==> src/rtl/mem_arbiter.sv <==
// mem_arbiter: two-master DRAM arbiter (icache refill read port, dcache read/write port).
// Captures single-cycle requests, issues one DRAM command at a time and routes the
// response back to the master that owns the outstanding transaction.
// Build option: define MEM_ARBITER_RR_EN for round-robin arbitration on contention;
// left undefined, the dcache always wins over the icache.
module mem_arbiter #(
  parameter int MEM_SCALE = 27
) (
  input  logic                 clk,
  input  logic                 rst,
  input  logic                 i_oe,
  input  logic [MEM_SCALE-1:0] i_addr,
  output logic [31:0]          i_rdata,
  output logic                 i_valid,
  input  logic                 d_oe,
  input  logic                 d_we,
  input  logic [MEM_SCALE-1:0] d_addr,
  input  logic [31:0]          d_wdata,
  output logic [31:0]          d_rdata,
  output logic                 d_valid,
  output logic                 dram_oe,
  output logic                 dram_we,
  output logic [MEM_SCALE-1:0] dram_addr,
  output logic [31:0]          dram_wdata,
  input  logic                 dram_ready,
  input  logic [31:0]          dram_rdata,
  input  logic                 dram_valid
);

  typedef enum logic {IDLE, WAIT} state_t;

  localparam logic OWN_I = 1'b0;
  localparam logic OWN_D = 1'b1;

  state_t                 state_reg;
  logic                   owner_reg;
  logic                   i_pend_reg;
  logic [MEM_SCALE-1:0]   i_addr_reg;
  logic                   d_pend_reg;
  logic                   d_we_reg;
  logic [MEM_SCALE-1:0]   d_addr_reg;
  logic [31:0]            d_wdata_reg;
`ifdef MEM_ARBITER_RR_EN
  logic                   rr_ptr_reg;
  logic                   contend;
`endif

  logic                   retire;
  logic                   i_retire;
  logic                   d_retire;
  logic                   issue_window;
  logic                   i_elig;
  logic                   d_elig;
  logic                   grant_d;
  logic                   issue;
  logic [MEM_SCALE-1:0]   i_issue_addr;
  logic                   d_issue_we;
  logic [MEM_SCALE-1:0]   d_issue_addr;
  logic [31:0]            d_issue_wdata;

  // The outstanding transaction completes when DRAM responds while we are waiting.
  assign retire   = (state_reg == WAIT) && dram_valid;
  assign i_retire = retire && (owner_reg == OWN_I);
  assign d_retire = retire && (owner_reg == OWN_D);

  // A command may go out from IDLE, or back-to-back in the response cycle so the
  // next strobe appears the cycle right after dram_valid.
  assign issue_window = (state_reg == IDLE) || retire;

  // Eligibility includes a same-cycle pulse (bypass); the retiring master is excluded
  // because its pend bit still reflects the transaction that is just finishing.
  assign i_elig = issue_window && !i_retire && (i_pend_reg || i_oe);
  assign d_elig = issue_window && !d_retire && (d_pend_reg || d_oe);

`ifdef MEM_ARBITER_RR_EN
  // The pointer only matters (and only moves) when both masters compete.
  assign contend = i_elig && d_elig;
  assign grant_d = d_elig && (!i_elig || (rr_ptr_reg == OWN_D));
`else
  assign grant_d = d_elig;
`endif

  assign issue = dram_ready && (i_elig || d_elig);

  // Latched request wins over the live inputs: a pulse during pending is ignored.
  assign i_issue_addr  = i_pend_reg ? i_addr_reg  : i_addr;
  assign d_issue_we    = d_pend_reg ? d_we_reg    : d_we;
  assign d_issue_addr  = d_pend_reg ? d_addr_reg  : d_addr;
  assign d_issue_wdata = d_pend_reg ? d_wdata_reg : d_wdata;

  // Responses are routed combinationally so the owner sees data with zero added latency.
  assign i_valid = i_retire && !rst;
  assign d_valid = d_retire && !rst;
  assign i_rdata = dram_rdata;
  assign d_rdata = dram_rdata;

  // Request capture, arbitration FSM and registered DRAM command outputs.
  always_ff @(posedge clk) begin
    if (rst) begin
      state_reg   <= IDLE;
      owner_reg   <= OWN_D;
      i_pend_reg  <= 1'b0;
      i_addr_reg  <= '0;
      d_pend_reg  <= 1'b0;
      d_we_reg    <= 1'b0;
      d_addr_reg  <= '0;
      d_wdata_reg <= '0;
      dram_oe     <= 1'b0;
      dram_we     <= 1'b0;
      dram_addr   <= '0;
      dram_wdata  <= '0;
`ifdef MEM_ARBITER_RR_EN
      rr_ptr_reg  <= OWN_D;
`endif
    end else begin
      if (i_retire) begin
        i_pend_reg <= 1'b0;
      end else if (i_oe && !i_pend_reg) begin
        i_pend_reg <= 1'b1;
        i_addr_reg <= i_addr;
      end

      if (d_retire) begin
        d_pend_reg <= 1'b0;
      end else if (d_oe && !d_pend_reg) begin
        d_pend_reg  <= 1'b1;
        d_we_reg    <= d_we;
        d_addr_reg  <= d_addr;
        d_wdata_reg <= d_wdata;
      end

      dram_oe <= 1'b0;

      case (state_reg)
        IDLE: begin
          if (issue) begin
            state_reg <= WAIT;
          end
        end
        WAIT: begin
          if (dram_valid && !issue) begin
            state_reg <= IDLE;
          end
        end
        default: state_reg <= IDLE;
      endcase

      if (issue) begin
        dram_oe   <= 1'b1;
        owner_reg <= grant_d ? OWN_D : OWN_I;
        dram_we   <= grant_d && d_issue_we;
        dram_addr <= grant_d ? d_issue_addr : i_issue_addr;
        if (grant_d) begin
          dram_wdata <= d_issue_wdata;
        end
`ifdef MEM_ARBITER_RR_EN
        if (contend) begin
          rr_ptr_reg <= grant_d ? OWN_I : OWN_D;
        end
`endif
      end
    end
  end

endmodule

==> config.mk <==
export PLATFORM = sky130hd
export DESIGN_NAME = mem_arbiter
export DESIGN_NICKNAME = d
export VERILOG_FILES = /design/src/rtl/mem_arbiter.sv
export SDC_FILE = /design/constraint.sdc
export NUM_CORES = 1
export LEC_CHECK = 0
export BUFFER_PORTS_ARGS = -buffer_cell sky130_fd_sc_hd__buf_2
export CORE_MARGIN = 2
export CORE_UTILIZATION = 47
export CTS_BUF_LIST = sky130_fd_sc_hd__clkbuf_8
export DETAILED_ROUTE_END_ITERATION = 8
export GPL_TIMING_DRIVEN = 0
export PLACE_DENSITY = 0.79
export SETUP_SLACK_MARGIN = 0.05
export SLEW_MARGIN = 20
export SYNTH_ARGS = -nofsm -noshare
export SYNTH_HDL_FRONTEND = slang
export SYNTH_SLANG_ARGS = --single-unit
export TNS_END_PERCENT = 100
==> constraint.sdc <==
create_clock -name clk -period 1.4 [get_ports clk]
set_input_delay 0.28 -clock clk [delete_from_list [all_inputs] [get_ports clk]]
set_output_delay 0.28 -clock clk [all_outputs]
set_load 0.01 [all_outputs]
# Yosys cells after proc, flatten, opt, wreduce, memory -nomap -nowiden
# Cells that the tools add are included.
totals:
  input_bits: 125
  regBits: 152
op_classes:
  n_reduce_logical: 29
  n_mux: 9
  n_bitwise: 4
ops:
  columns: ["op", "count"]
  rows:
  - ["two-way mux 27 bit", 3]
  - ["two-way mux 32 bit", 1]
  - ["logical AND 1 bit", 14]
  - ["zero test 1 bit", 6]
  - ["AND reduction 2 bit", 3]
  - ["logical OR 1 bit", 4]
  - ["two-way mux 1 bit", 4]
  - ["NOT 1 bit", 4]
  - ["OR reduction 2 bit", 2]
  - ["one-hot mux 1 bit (2 select lines)", 1]

# Logic depth before layout (Yosys ltp)
depth:
  ltp_word: 11
  ltp_mapped: 7
  depth_no_buf: 4

# Least setup slack after synthesis
# No wires, ideal clock.
synth_path:
  path_type: "register to register"
  from: "reg owner_reg"
  to: "reg dram_addr[24]"
  t_required_ps: 1266
  stages_incl_launch_ff: 8
  arrival_ps: 1332
  setup_time_ps: 134
  period_less_slack_ps: 1466
  setup_slack_ps: -66
  path_cell_list: "dfxtp_1 buf_2 nand2_1 a21o_1 buf_6 buf_6 a2111oi_2 nor4_1"
synth_via:
  elab_chain_cells: 7
  elab_cells_between_ends: 12
  classes_between: "mux (1); bitwise (1); reduce/logical (10)"
synth_lines:
  columns: ["item", "line_no", "text"]
  rows:
  - ["start: declaration", "36", "logic owner_reg;"]
  - ["start signal: assignment", "150", "owner_reg <= grant_d ? OWN_D : OWN_I;"]
  - ["NOT 1 bit", "63", "assign i_retire = retire && (owner_reg == OWN_I);"]
  - ["logical AND 1 bit", "63", null]
  - ["zero test 1 bit", "72", "assign i_elig = issue_window && !i_retire && (i_pend_reg || i_oe);"]
  - ["logical AND 1 bit (2 in series)", "72", null]
  - ["logical OR 1 bit", "83", "assign issue = dram_ready && (i_elig || d_elig);"]
  - ["logical AND 1 bit", "83", null]
  - ["end signal: assignment", "152", "dram_addr <= grant_d ? d_issue_addr : i_issue_addr;"]
  - ["end: declaration", "23", "output logic [MEM_SCALE-1:0] dram_addr,"]
# Parallel ways exist; a longest one is shown, timed or not.
# A chain may end at the register's enable or synchronous reset.

# Worst setup path after layout
layout_path:
  from: "reg owner_reg"
  to: "reg dram_wdata[6]"
layout_via:
  elab_chain_cells: 8
  elab_cells_between_ends: 12
  classes_between: "bitwise (1); reduce/logical (11)"
layout_lines:
  columns: ["item", "line_no", "text"]
  rows:
  - ["NOT 1 bit", "63", null]
  - ["logical AND 1 bit", "63", null]
  - ["zero test 1 bit", "72", null]
  - ["logical AND 1 bit (2 in series)", "72", null]
  - ["logical OR 1 bit", "83", null]
  - ["logical AND 1 bit", "83", null]
  - ["AND reduction 2 bit (no line) (*)", null, null]
  - ["end signal: assignment", "154", "dram_wdata <= d_issue_wdata;"]
  - ["end: declaration", "24", "output logic [31:0] dram_wdata,"]
# Mark *: on every way between the ends. The rest lies on a longest branch, timed or not.

==> metrics.txt <==
status=finished with violations; failing checks=negative setup slack; total global routing overflow=0; Buffers & Inverters on Critical Path=5; top cells by area, synth=dfxtp_1 (43%), nand2_1 (9.5%), buf_4 (7.7%); Yosys warning total=0; CTS tree=done; Placed Cells=1246; Fillers=between 800 and 900; Worst EP arrival=roughly 2200 ps; Area growth, synth to finish=58.26%; Post-Syn Instances=between 800 and 900; Avg Synthesized Cell Area=8.314 um2; layout cells sized above 1=roughly half; Longest Clk Path Bufs=2; Die Y=126.2 um; Critical Path Fanout Max=7; ys async rst share=0%; global routing usage on met2=~52%; Compound-Gate Fraction of Synth Area=between 10% and 20%; maxcap violations=0; upper clock frequency limit=between 500 and 600 MHz; largest family of logic cells by synthesized area=simple AND/OR/NAND/NOR gates; Initial Util=48.28%; Finished Layout Cells=approximately 1300; most frequent cell after synthesis=nand2_1; worst skew pair latency=around 500 ps; Yosys top cell area share=around 43%; H-tree depth=4; Data required, critical path=1790 ps; number of I/O pins=252; Antenna Violating Nets Remaining=0; clk slew on worst S/H paths=80 ps; DIE WIDTH=126.2 um; busiest grt layer=met2; Main synth FF type=dfxtp_1; Yosys reg bits=152; critical-path cell list=buf_8 -> nand2b_4 -> a21oi_4 -> buf_6 -> buf_12 -> buf_12 -> buf_8 -> nor2_2 -> a211oi_2; Final Skew=19.48 ps; Mapped Area=7017 um2; PortBufs=218; slowest CP cell=dfxtp_2; adder-cell share of the synthesized area=0%; most frequent cells after synthesis=nand2_1 (177), dfxtp_1 (152), a21oi_1 (91), buf_4 (72), a211oi_1 (57); via count=8209; GRT met1 Usage=roughly 39%; vias in the first global route=7892; clock root cell=clkbuf_8; Yosys top cell by area=dfxtp_1; pin count of the biggest net entering global routing=17; Unique masters post-synth=38; Clock Power Share=30.3%; Crit Path Category=flop to flop; iteration-0 DRC count of the detailed router=1096; num rows=44; TritonCTS Buffers=17; post-synthesis xor/xnor area fraction=0%; Period minus WS final=1784 ps; Tot Pwr=12.45 mW; max_slew headroom=46.87%; final net count=1272; Final Hold Fails=0; final setup fails=153; dpl hpwl=about 14000 um; Static Leakage=4.586 nW; mux cell area share after synthesis=under 10%; number of detailed-route iterations in the first pass=6; placed inst area=~8600 um2; critical path startpoint category=flop; crit end category=flop; die area=15920 um2; Sw Share=32.04%; drt drc=0; Synthesized Nets=969; simple logic cell fraction of the synthesized area=between 20% and 30%; combinational group share of total power=30.0%; unrepaired setup endpoints after global routing=yes; CP delay by family, top=buffers and inverters; GP Congestion=0.8276; Final period util=127.4%; sw power=between 3 and 4 mW; Post-synth EDFFs=0; wire per inst=22.65 um; drt total wl=30440 um; Slew Limit Fails=0; Core ar.=14530 um2; GRT Total Usage=32.66%; Seq/Total Area, Yosys=43.37%; PD cells=1122 nW/um2; Worst VDD drop=between 0.7 and 0.8 mV; CTS sink cnt=152; met3 usage=8.326%; initial antenna violation count=2; Post-CTS Hold Fix Bufs=0; Worst Hold Class=primary input to flop; Pint=8.464 mW; final worst slack=-384.0 ps; Flop pwr share=39.7%; Tightest Pin Transition=796.9 ps; Design Area, Final=11100 um2; pre-CTS setup slack=-493.3 ps; first-pass GRT wire length=40860 um; vias per inst=just over 6; largest stage delay on the critical path=330 ps
what timing repair did:
item                       4_1_cts  5_1_grt
buffers inserted                44       14
gates cloned                    19        3
hold endpoints to repair         0        0
setup endpoints to repair      151      153
resized for setup              229      115
pin swaps                       62       58
logic make-up (layout without fill, tap and decap cells):
logic type,after synthesis,count (layout)
other,0,2
DFF,152,152
and+or+nand+nor,330,330
AOI/OAI and AO/OA,187,187
muxes,37,37
buffers and inverters,138,452
per-layer routing:
metal	wire length, um	part of all wire (%)
met3	3504	12
met4	2415	7.9
met5	0	0
met2	13760	45
met1	10760	35
power by group through the flow:
stage          Sequential (mW)  Clock (mW)  Combinational [mW]
2_1_floorplan             5.03           0                1.43
3_5_place_dp              4.96           0                2.31
6_report                  4.95        3.77                3.74
4_1_cts                   4.89        3.70                3.28
5_1_grt                   4.98        3.93                3.89
3_3_place_gp              4.95           0                2.28
tightest hold or removal path, cell delays in order:
cell and delay, ps:
buf_2 100, nand2_1 50, a21oi_1 50
final cells by class:
type | instances | area [um2] | area share, %
clock buffers | 20 | 275.3 | 2.479
plain buffers | 133 | 1205 | 10.85
flip-flops and latches | 152 | 3050 | 27.47
multi-input cells | 554 | 4155 | 37.42
clock inverters | 10 | 152.6 | 1.375
inverters | 1 | 3.754 | 0.03380
repair buffers | 288 | 2027 | 18.25
diodes | 2 | 5.005 | 0.04507
well taps | 184 | 230.2 | 2.073
worst paths after layout:
check	from	cells after the start	slack (ps)	endpoint
hold reg to reg	d_wdata_reg[25]	2	460	d_wdata_reg[25]
hold / removal	d_addr[7]	3	40	d_addr_reg[7]
setup reg to reg	owner_reg	9	-380	dram_wdata[6]
setup / recovery	owner_reg	9	-380	dram_wdata[6]
per-stage QoR:
stage	hold WS [ps]	setup TNS [ps]	utilization (%)
global placement	438.9	-46340	58.85
global route	47.31	-41840	76.40
finish	42.06	-39880	76.40
floorplan	416.0	0	-
CTS	29.87	-12430	73.43
detailed placement	446.5	-46710	58.85
layout by cell type (no fill, tap or decap), types with 3 or more instances in the layout:
cell and instances:
buf_8 17, nand2_4 3, clkbuf_4 6, nor3_1 19, nand2_1 161, buf_6 33, nor2_4 12, a211oi_2 29
buf_16 4, clkbuf_16 4, a2111oi_2 3, bufinv_16 4, nand2_2 12, nor3_2 6, a21oi_1 74, dfxtp_1 148
nor2_1 13, buf_2 219, clkbuf_1 14, a21oi_2 17, buf_4 94, nor4_1 18, clkbuf_2 7, dfxtp_2 3
clkbuf_8 24, a21oi_4 3, a211oi_1 28, nor4_2 7, a2111oi_4 22, nor2b_1 50, buf_12 17, o21ai_4 3
nor2_2 13, mux2i_1 32
Note: power is estimated with default switching activity, not from simulation.
